[config.mk]
export PLATFORM = sky130hd
export DESIGN_NAME = char_line_ctrl
export DESIGN_NICKNAME = d
export VERILOG_FILES = /design/src/rtl/morse_pkg.sv /design/src/rtl/char_line_buf.sv /design/src/rtl/char_line_ctrl.sv
export SDC_FILE = /design/constraint.sdc
export NUM_CORES = 1
export LEC_CHECK = 0
export ABC_AREA = 1
export CAP_MARGIN = 40
export CORE_ASPECT_RATIO = 1.4
export CORE_UTILIZATION = 35
export CTS_CLUSTER_DIAMETER = 60
export CTS_CLUSTER_SIZE = 14
export DETAILED_ROUTE_END_ITERATION = 16
export PLACE_DENSITY = 0.49
export SLEW_MARGIN = 10
export SYNTH_ARGS = -nofsm -noshare
export SYNTH_HDL_FRONTEND = slang
export SYNTH_SLANG_ARGS = --single-unit
[constraint.sdc]
create_clock -name clk -period 5.35 [get_ports clk]
set_input_delay 1.07 -clock clk [delete_from_list [all_inputs] [get_ports clk]]
set_output_delay 1.07 -clock clk [all_outputs]
set_load 0.005 [all_outputs]
[src/rtl/morse_pkg.sv]
// Shared constants and types for the Morse display text path.
// Letter codes, glyph geometry, command and pixel-stage bundles.
package morse_pkg;

  localparam int LETTER_W = 5;
  localparam int GLYPH_W  = 8;
  localparam int GLYPH_H  = 16;

  localparam logic [LETTER_W-1:0] BLANK_LETTER = 5'd31;

  typedef enum logic {
    SLOT_IDLE,
    SLOT_PEND
  } slot_state_e;

  typedef enum logic [1:0] {
    CMD_APPEND,
    CMD_BACKSPACE,
    CMD_CLEAR
  } cmd_op_e;

  typedef struct packed {
    cmd_op_e               op;
    logic [LETTER_W-1:0]   letter;
  } cmd_t;

  typedef struct packed {
    logic       in_band;
    logic       video_on;
    logic [2:0] bit_addr;
    logic       is_blank;
    logic       is_cursor;
  } pix_s1_t;

endpackage

[src/rtl/char_line_buf.sv]
// Line buffer: NUM_CHARS letter codes, one write port, one async read
// port, and a clear-all that fills every entry with BLANK_CODE.
// Ports: clk, clear, we/waddr/wdata (write), raddr/rdata (read).
module char_line_buf
  import morse_pkg::*;
#(
  parameter int                  NUM_CHARS  = 16,
  parameter logic [LETTER_W-1:0] BLANK_CODE = BLANK_LETTER
) (
  input  logic                clk,
  input  logic                clear,
  input  logic                we,
  input  logic [LETTER_W-1:0] waddr,
  input  logic [LETTER_W-1:0] wdata,
  input  logic [LETTER_W-1:0] raddr,
  output logic [LETTER_W-1:0] rdata
);

  localparam int AW = $clog2(NUM_CHARS);
  localparam logic [LETTER_W-1:0] NC = LETTER_W'(NUM_CHARS);

  logic [LETTER_W-1:0] mem [NUM_CHARS];

  always_ff @(posedge clk) begin
    if (clear) begin
      for (int i = 0; i < NUM_CHARS; i++) begin
        mem[i] <= BLANK_CODE;
      end
    end else if (we && (waddr < NC)) begin
      mem[waddr[AW-1:0]] <= wdata;
    end
  end

  // Addresses past the line read as blank so the caller never
  // sees stale or undefined data.
  always_comb begin
    rdata = BLANK_CODE;
    if (raddr < NC) begin
      rdata = mem[raddr[AW-1:0]];
    end
  end

endmodule

[src/rtl/char_line_ctrl.sv]
// Text-line sequencer: command slot, ROM addressing, 2-stage pixel
// pipeline and blinking cursor. Ports: video timing (x, y, video_on),
// command handshake (in_*), ROM port (rom_*), vga_r, count, full.
module char_line_ctrl
  import morse_pkg::*;
#(
  parameter int                  NUM_CHARS    = 16,
  parameter int                  ORIGIN_X     = 192,
  parameter int                  ORIGIN_Y     = 208,
  parameter logic [LETTER_W-1:0] BLANK_CODE   = BLANK_LETTER,
  parameter int                  BLINK_FRAMES = 30
) (
  input  logic                clk,
  input  logic                reset,
  input  logic                video_on,
  input  logic [9:0]          x,
  input  logic [9:0]          y,
  input  logic                in_valid,
  output logic                in_ready,
  input  logic [LETTER_W-1:0] in_letter,
  input  logic                in_clear,
  input  logic                in_backspace,
  output logic [LETTER_W-1:0] rom_letter,
  output logic [3:0]          rom_row,
  input  logic [7:0]          rom_data,
  output logic                vga_r,
  output logic [LETTER_W-1:0] count,
  output logic                full
);

  localparam logic [9:0] OX     = 10'(ORIGIN_X);
  localparam logic [9:0] OX_END = 10'(ORIGIN_X + GLYPH_W * NUM_CHARS);
  localparam logic [9:0] OY     = 10'(ORIGIN_Y);
  localparam logic [9:0] OY_END = 10'(ORIGIN_Y + GLYPH_H);
  localparam logic [LETTER_W-1:0] NC = LETTER_W'(NUM_CHARS);
  localparam int FW = (BLINK_FRAMES < 2) ? 1 : $clog2(BLINK_FRAMES);
  localparam logic [FW-1:0] FRAME_LAST = FW'(BLINK_FRAMES - 1);

  slot_state_e state, state_n;
  cmd_t        cmd_q;
  cmd_op_e     op_in;

  logic                safe;
  logic                accept;
  logic                apply;
  logic                buf_clr;
  logic                buf_we;
  logic [LETTER_W-1:0] buf_waddr;
  logic [LETTER_W-1:0] buf_wdata;
  logic [LETTER_W-1:0] buf_rdata;
  logic [LETTER_W-1:0] count_n;
  logic [LETTER_W-1:0] col;
  logic                in_band;
  logic [FW-1:0]       frame_cnt;
  logic                blink_on;
  pix_s1_t             s1, s1_n;

  // Edits only land outside the text band so a line is never
  // drawn half-updated.
  assign safe     = (y < OY) || (y >= OY_END);
  assign in_ready = (state == SLOT_IDLE);
  assign full     = (count == NC);
  assign accept   = in_valid && in_ready;
  assign apply    = (state == SLOT_PEND) && safe;

  always_comb begin
    op_in = CMD_APPEND;
    priority case (1'b1)
      in_clear:     op_in = CMD_CLEAR;
      in_backspace: op_in = CMD_BACKSPACE;
      default:      op_in = CMD_APPEND;
    endcase
  end

  always_ff @(posedge clk) begin
    if (reset) begin
      state <= SLOT_IDLE;
    end else begin
      state <= state_n;
    end
  end

  always_comb begin
    state_n = state;
    unique case (state)
      SLOT_IDLE: if (accept) state_n = SLOT_PEND;
      SLOT_PEND: if (safe)   state_n = SLOT_IDLE;
      default:               state_n = SLOT_IDLE;
    endcase
  end

  always_ff @(posedge clk) begin
    if (reset) begin
      cmd_q <= '{op: CMD_APPEND, letter: BLANK_CODE};
    end else if (accept) begin
      cmd_q <= '{op: op_in, letter: in_letter};
    end
  end

  always_comb begin
    buf_clr   = 1'b0;
    buf_we    = 1'b0;
    buf_waddr = count;
    buf_wdata = BLANK_CODE;
    count_n   = count;
    if (apply) begin
      unique case (cmd_q.op)
        CMD_CLEAR: begin
          buf_clr = 1'b1;
          count_n = '0;
        end
        CMD_BACKSPACE: begin
          if (count != '0) begin
            buf_we    = 1'b1;
            buf_waddr = count - LETTER_W'(1);
            count_n   = count - LETTER_W'(1);
          end
        end
        default: begin
          if (!full) begin
            buf_we    = 1'b1;
            buf_wdata = cmd_q.letter;
            count_n   = count + LETTER_W'(1);
          end
        end
      endcase
    end
  end

  always_ff @(posedge clk) begin
    if (reset) begin
      count <= '0;
    end else begin
      count <= count_n;
    end
  end

  char_line_buf #(
    .NUM_CHARS  (NUM_CHARS),
    .BLANK_CODE (BLANK_CODE)
  ) u_buf (
    .clk   (clk),
    .clear (reset || buf_clr),
    .we    (buf_we),
    .waddr (buf_waddr),
    .wdata (buf_wdata),
    .raddr (col),
    .rdata (buf_rdata)
  );

  assign col     = LETTER_W'((x - OX) >> 3);
  assign in_band = (x >= OX) && (x < OX_END) && !safe;

  assign rom_letter = in_band ? buf_rdata : BLANK_CODE;
  assign rom_row    = y[3:0];

  always_ff @(posedge clk) begin
    if (reset) begin
      frame_cnt <= '0;
      blink_on  <= 1'b1;
    end else if ((x == '0) && (y == '0)) begin
      if (frame_cnt == FRAME_LAST) begin
        frame_cnt <= '0;
        blink_on  <= ~blink_on;
      end else begin
        frame_cnt <= frame_cnt + FW'(1);
      end
    end
  end

  // Cursor is an underline on the last glyph row of the next
  // write slot; a full line has no next slot.
  always_comb begin
    s1_n           = '0;
    s1_n.in_band   = in_band;
    s1_n.video_on  = video_on;
    s1_n.bit_addr  = x[2:0];
    s1_n.is_blank  = (rom_letter == BLANK_CODE);
    s1_n.is_cursor = (col == count) && (y[3:0] == 4'hF)
                     && blink_on && !full;
  end

  // rom_data arrives one cycle after the address, alongside s1.
  always_ff @(posedge clk) begin
    if (reset) begin
      s1    <= '0;
      vga_r <= 1'b0;
    end else begin
      s1    <= s1_n;
      vga_r <= s1.video_on && s1.in_band
               && ((rom_data[3'd7 - s1.bit_addr] && !s1.is_blank)
                   || s1.is_cursor);
    end
  end

endmodule

==> metrics.txt <==
CP endpoint kind output pin; sequential-to-total area share from yosys stat 50.2%; power share of the combinational group roughly 14%; kind of launch point of the worst setup path input port; fraction of layout instances using a drive strength above 1 12.0%; status finished with violations; CP max-delay cell sky130_fd_sc_hd__clkdlybuf4s50_1; Crit path buffers/inverters 3; clock tree root driver cell sky130_fd_sc_hd__clkbuf_16; Routed Antenna Nets 0; number of I/O port buffers 55; ordered cell list for the critical path clkdlybuf4s50_1, inv_1, ha_1, nand2_1, a21oi_1, nand2_1, nor2_2, nand3_1, clkdlybuf4s50_1; DPL Wire Length ~12 mm; CORE AREA 16200 um^2; critical hold path startpoint s1[0]$_SDFF_PP0_; endpoint of the lowest-slack register-to-register path u_buf.mem[11][2]$_SDFFCE_PN1P_; sinks on the clock net 107; Layout Skew 7.43 ps; cell taking the most area after synthesis sky130_fd_sc_hd__edfxtp_1; Worst Hold Class register to register; commonest non-fill, non-tap cell in the layout sky130_fd_sc_hd__nand2_1; drt initial violations 181; post-DR vias/cell 5.07; Area Growth Syn to Fin 17.1%; total track usage 19.0%; wire length of the first global-routing pass 24.8 mm; Die Span X between 100 and 150 um; cells resized by post-CTS repair 0; Net Sw Frac 27.6%; unrepaired setup endpoints after global routing no; number of antenna violations at the first check in global routing 0; reg2reg setup slack 2420 ps; final routed DRC violation total 4; synthesized cell area 5860 um^2; number of max-cap violations 0; area of the multi-input gates about 2500 um^2; FF+latch area 2940 um^2; initial cell density of the core a little over a third; post-layout power 1.81 mW; critical setup path kind input port to output pin; die height between 150 and 200 um; wirelength, routed 15.8 mm; Total Neg Setup Slack 0 ps; global route total overflow 0; Max Clock Freq between 0.2 and 0.25 GHz; Die ar. between 15000 and 20000 um^2; clk_lat worst skew ~350 ps; H-Tree Level Count 3; clock tree from TritonCTS done; WP data arrival 3420 ps; post-synthesis instance total 680; Tightest Pin Transition ~860 ps; DR WL/cell 17.0 um; clk slew on worst S/H paths 80 ps; layout net count roughly 770; largest delay contributor family on the critical path buffers and inverters; Max Buffers Root-to-Sink 2; logic depth of the worst register-to-register path 9; P_int 1.31 mW; # Post-CTS Setup Buffers 0; top library cells by usage in the layout, fill and taps aside sky130_fd_sc_hd__nand2_1 (187), sky130_fd_sc_hd__nand3_1 (82), sky130_fd_sc_hd__edfxtp_1 (80), sky130_fd_sc_hd__nor2_1 (59), sky130_fd_sc_hd__clkdlybuf4s50_1 (55); r2r startpoint count[1]$_SDFFE_PP0P_; weighted congestion reported at the end of routability-driven placement 0.843; portion of total power attributed to the clock network a little over a third; count of filler cells inserted in the layout 1616; slowest stage delay, CP 620 ps; failing checks design-rule violations; mean instance size in the synthesized netlist between 8 and 9 um^2; end point of the most critical hold path vga_r$_SDFF_PP0_; flip-flop and latch count after synthesis 107; number of antenna cells inserted 0; count of TritonRoute iterations in the first routing pass 11; required time reported for the critical path endpoint between 4000 and 5000 ps; number of hold buffers added after cts 0; Synth area leaders sky130_fd_sc_hd__edfxtp_1 (41%), sky130_fd_sc_hd__nand2_1 (12%), sky130_fd_sc_hd__dfxtp_1 (9.2%); final setup fails 0; Site Rows 55; vias post-DR 4704; Synth cell types 42; final hold violations 0; largest net degree at the start of global routing 43; maximum net fanout on the critical path 9; via count of the first global-routing pass 4746; number of pins with negative max-slew slack in the final report 0; clock buffer count from CTS 9; Rel. slew slack between 40% and 50%; yosys warns 0; Net Switching between 500 and 600 uW; share of total power in sequential cells roughly half; fraction of synthesized cell area taken by the top area cell type 41.0%; number of top-level pins 56; Min-Delay Path Depth 1; Final Critical Period 4490 ps; maximum resistive drop on vdd 0.149 mV; net count after synthesis 728; pwr/cell area 264 nW/um^2; portion of the clock cycle consumed by the worst path in the final layout 83.9%; leak pwr 2.46 nW
[per-layer routing]
metal | track usage, % | part of all wire (%) | up-vias
met4 | 9.65 | 3.7 | 0
li1 | - | - | 2334
met5 | 0 | 0 | -
met3 | 2.84 | 4.2 | 34
met1 | 21.2 | 40 | 2198
met2 | 35.1 | 52 | 138
[cell type report]
cell class / count / share of cell area [%]
multi-input cells: 474 / 36.4
repair buffers: 64 / 9.33
inverters: 67 / 3.66
flip-flops and latches: 107 / 42.9
clock buffers: 9 / 3.28
well taps: 199 / 3.63
clock inverters: 7 / 0.820
[registers in the layout, indices dropped and copies added (netlist names)]
name	flops
vga_r	1
count	5
frame_cnt	5
state	1
u_buf.mem	80
cmd_q	7
s1	7
blink_on	1
[power by group through the flow]
stage	clock [mW]	sequential, mW	combinational [mW]
after floorplan	0	0.925	0.162
after CTS	0.661	0.913	0.252
after global routing	0.692	0.914	0.275
final	0.650	0.913	0.250
after detailed placement	0	0.932	0.251
after global placement	0	0.932	0.246
[worst max path at each step]
stage	from	to	cells after the start
6_report	x[6]	rom_letter[3]	9
3_5_place_dp	x[6]	rom_letter[3]	9
5_1_grt	x[6]	rom_letter[4]	9
2_1_floorplan	x[6]	rom_letter[3]	5
4_1_cts	x[6]	rom_letter[3]	9
3_3_place_gp	x[6]	rom_letter[3]	9
[cell families (layout without fill, tap and decap cells)]
kind of cell    Yosys count  in the layout  synth area share (%)
compound gates           80             80                  8.45
xor+xnor                  5              5                 0.747
fa+ha+maj                 9              9                  1.92
buf+inv                  99            147                  7.26
flops                   107            107                  50.2
simple gates            380            380                  31.4
[synth_stat cells]
master / number
sky130_fd_sc_hd__nor2_2: 4
sky130_fd_sc_hd__inv_2: 11
sky130_fd_sc_hd__a221oi_1: 1
sky130_fd_sc_hd__nand2_4: 5
sky130_fd_sc_hd__edfxtp_1: 80
sky130_fd_sc_hd__o22ai_1: 2
sky130_fd_sc_hd__o21ai_0: 32
sky130_fd_sc_hd__nor2_4: 13
sky130_fd_sc_hd__o211ai_1: 10
sky130_fd_sc_hd__nor2_8: 3
sky130_fd_sc_hd__nand3_2: 5
sky130_fd_sc_hd__buf_1: 1
sky130_fd_sc_hd__a211oi_1: 5
sky130_fd_sc_hd__inv_1: 54
sky130_fd_sc_hd__ha_1: 9
sky130_fd_sc_hd__a21oi_2: 1
sky130_fd_sc_hd__nand3b_1: 1
sky130_fd_sc_hd__o21ba_2: 1
sky130_fd_sc_hd__o21ai_1: 8
sky130_fd_sc_hd__xor2_1: 5
sky130_fd_sc_hd__a2111o_1: 1
sky130_fd_sc_hd__buf_6: 3
sky130_fd_sc_hd__nor3_1: 1
sky130_fd_sc_hd__or2_2: 2
sky130_fd_sc_hd__a21oi_1: 14
sky130_fd_sc_hd__o21ai_4: 1
sky130_fd_sc_hd__nand2_1: 187
sky130_fd_sc_hd__nand3_1: 82
sky130_fd_sc_hd__buf_4: 5
sky130_fd_sc_hd__clkinv_1: 2
sky130_fd_sc_hd__nand2_2: 7
sky130_fd_sc_hd__a22oi_1: 1
sky130_fd_sc_hd__o22ai_4: 1
sky130_fd_sc_hd__nand4_1: 3
sky130_fd_sc_hd__clkbuf_1: 13
sky130_fd_sc_hd__nor2_1: 62
sky130_fd_sc_hd__nand3b_4: 1
sky130_fd_sc_hd__nand3_4: 2
sky130_fd_sc_hd__o21ai_2: 2
sky130_fd_sc_hd__dfxtp_1: 27
sky130_fd_sc_hd__nor3b_1: 2
sky130_fd_sc_hd__buf_2: 10
[through the flow]
stage	hold slack (ps)	instances	cell area [um^2]	worst slack (ps)	utilization, %
finish	465	927	6870	863	42.3
global placement	450	908	6540	927	40.3
global route	485	927	6870	643	42.3
floorplan	430	680	5860	2110	-
detailed placement	448	911	6580	833	40.5
CTS	468	927	6870	834	42.3
[worst register-to-register path: stages (launching register included)]
cell and delay [ps]:
sky130_fd_sc_hd__dfxtp_1 560, sky130_fd_sc_hd__inv_2 190, sky130_fd_sc_hd__ha_1 290, sky130_fd_sc_hd__nand3_2 130
sky130_fd_sc_hd__nand2_2 90, sky130_fd_sc_hd__nand2_1 90, sky130_fd_sc_hd__nand3_2 120, sky130_fd_sc_hd__nor2_8 210
sky130_fd_sc_hd__nand3_4 200, sky130_fd_sc_hd__o21ai_0 690
(Power assumes the default switching activity.)
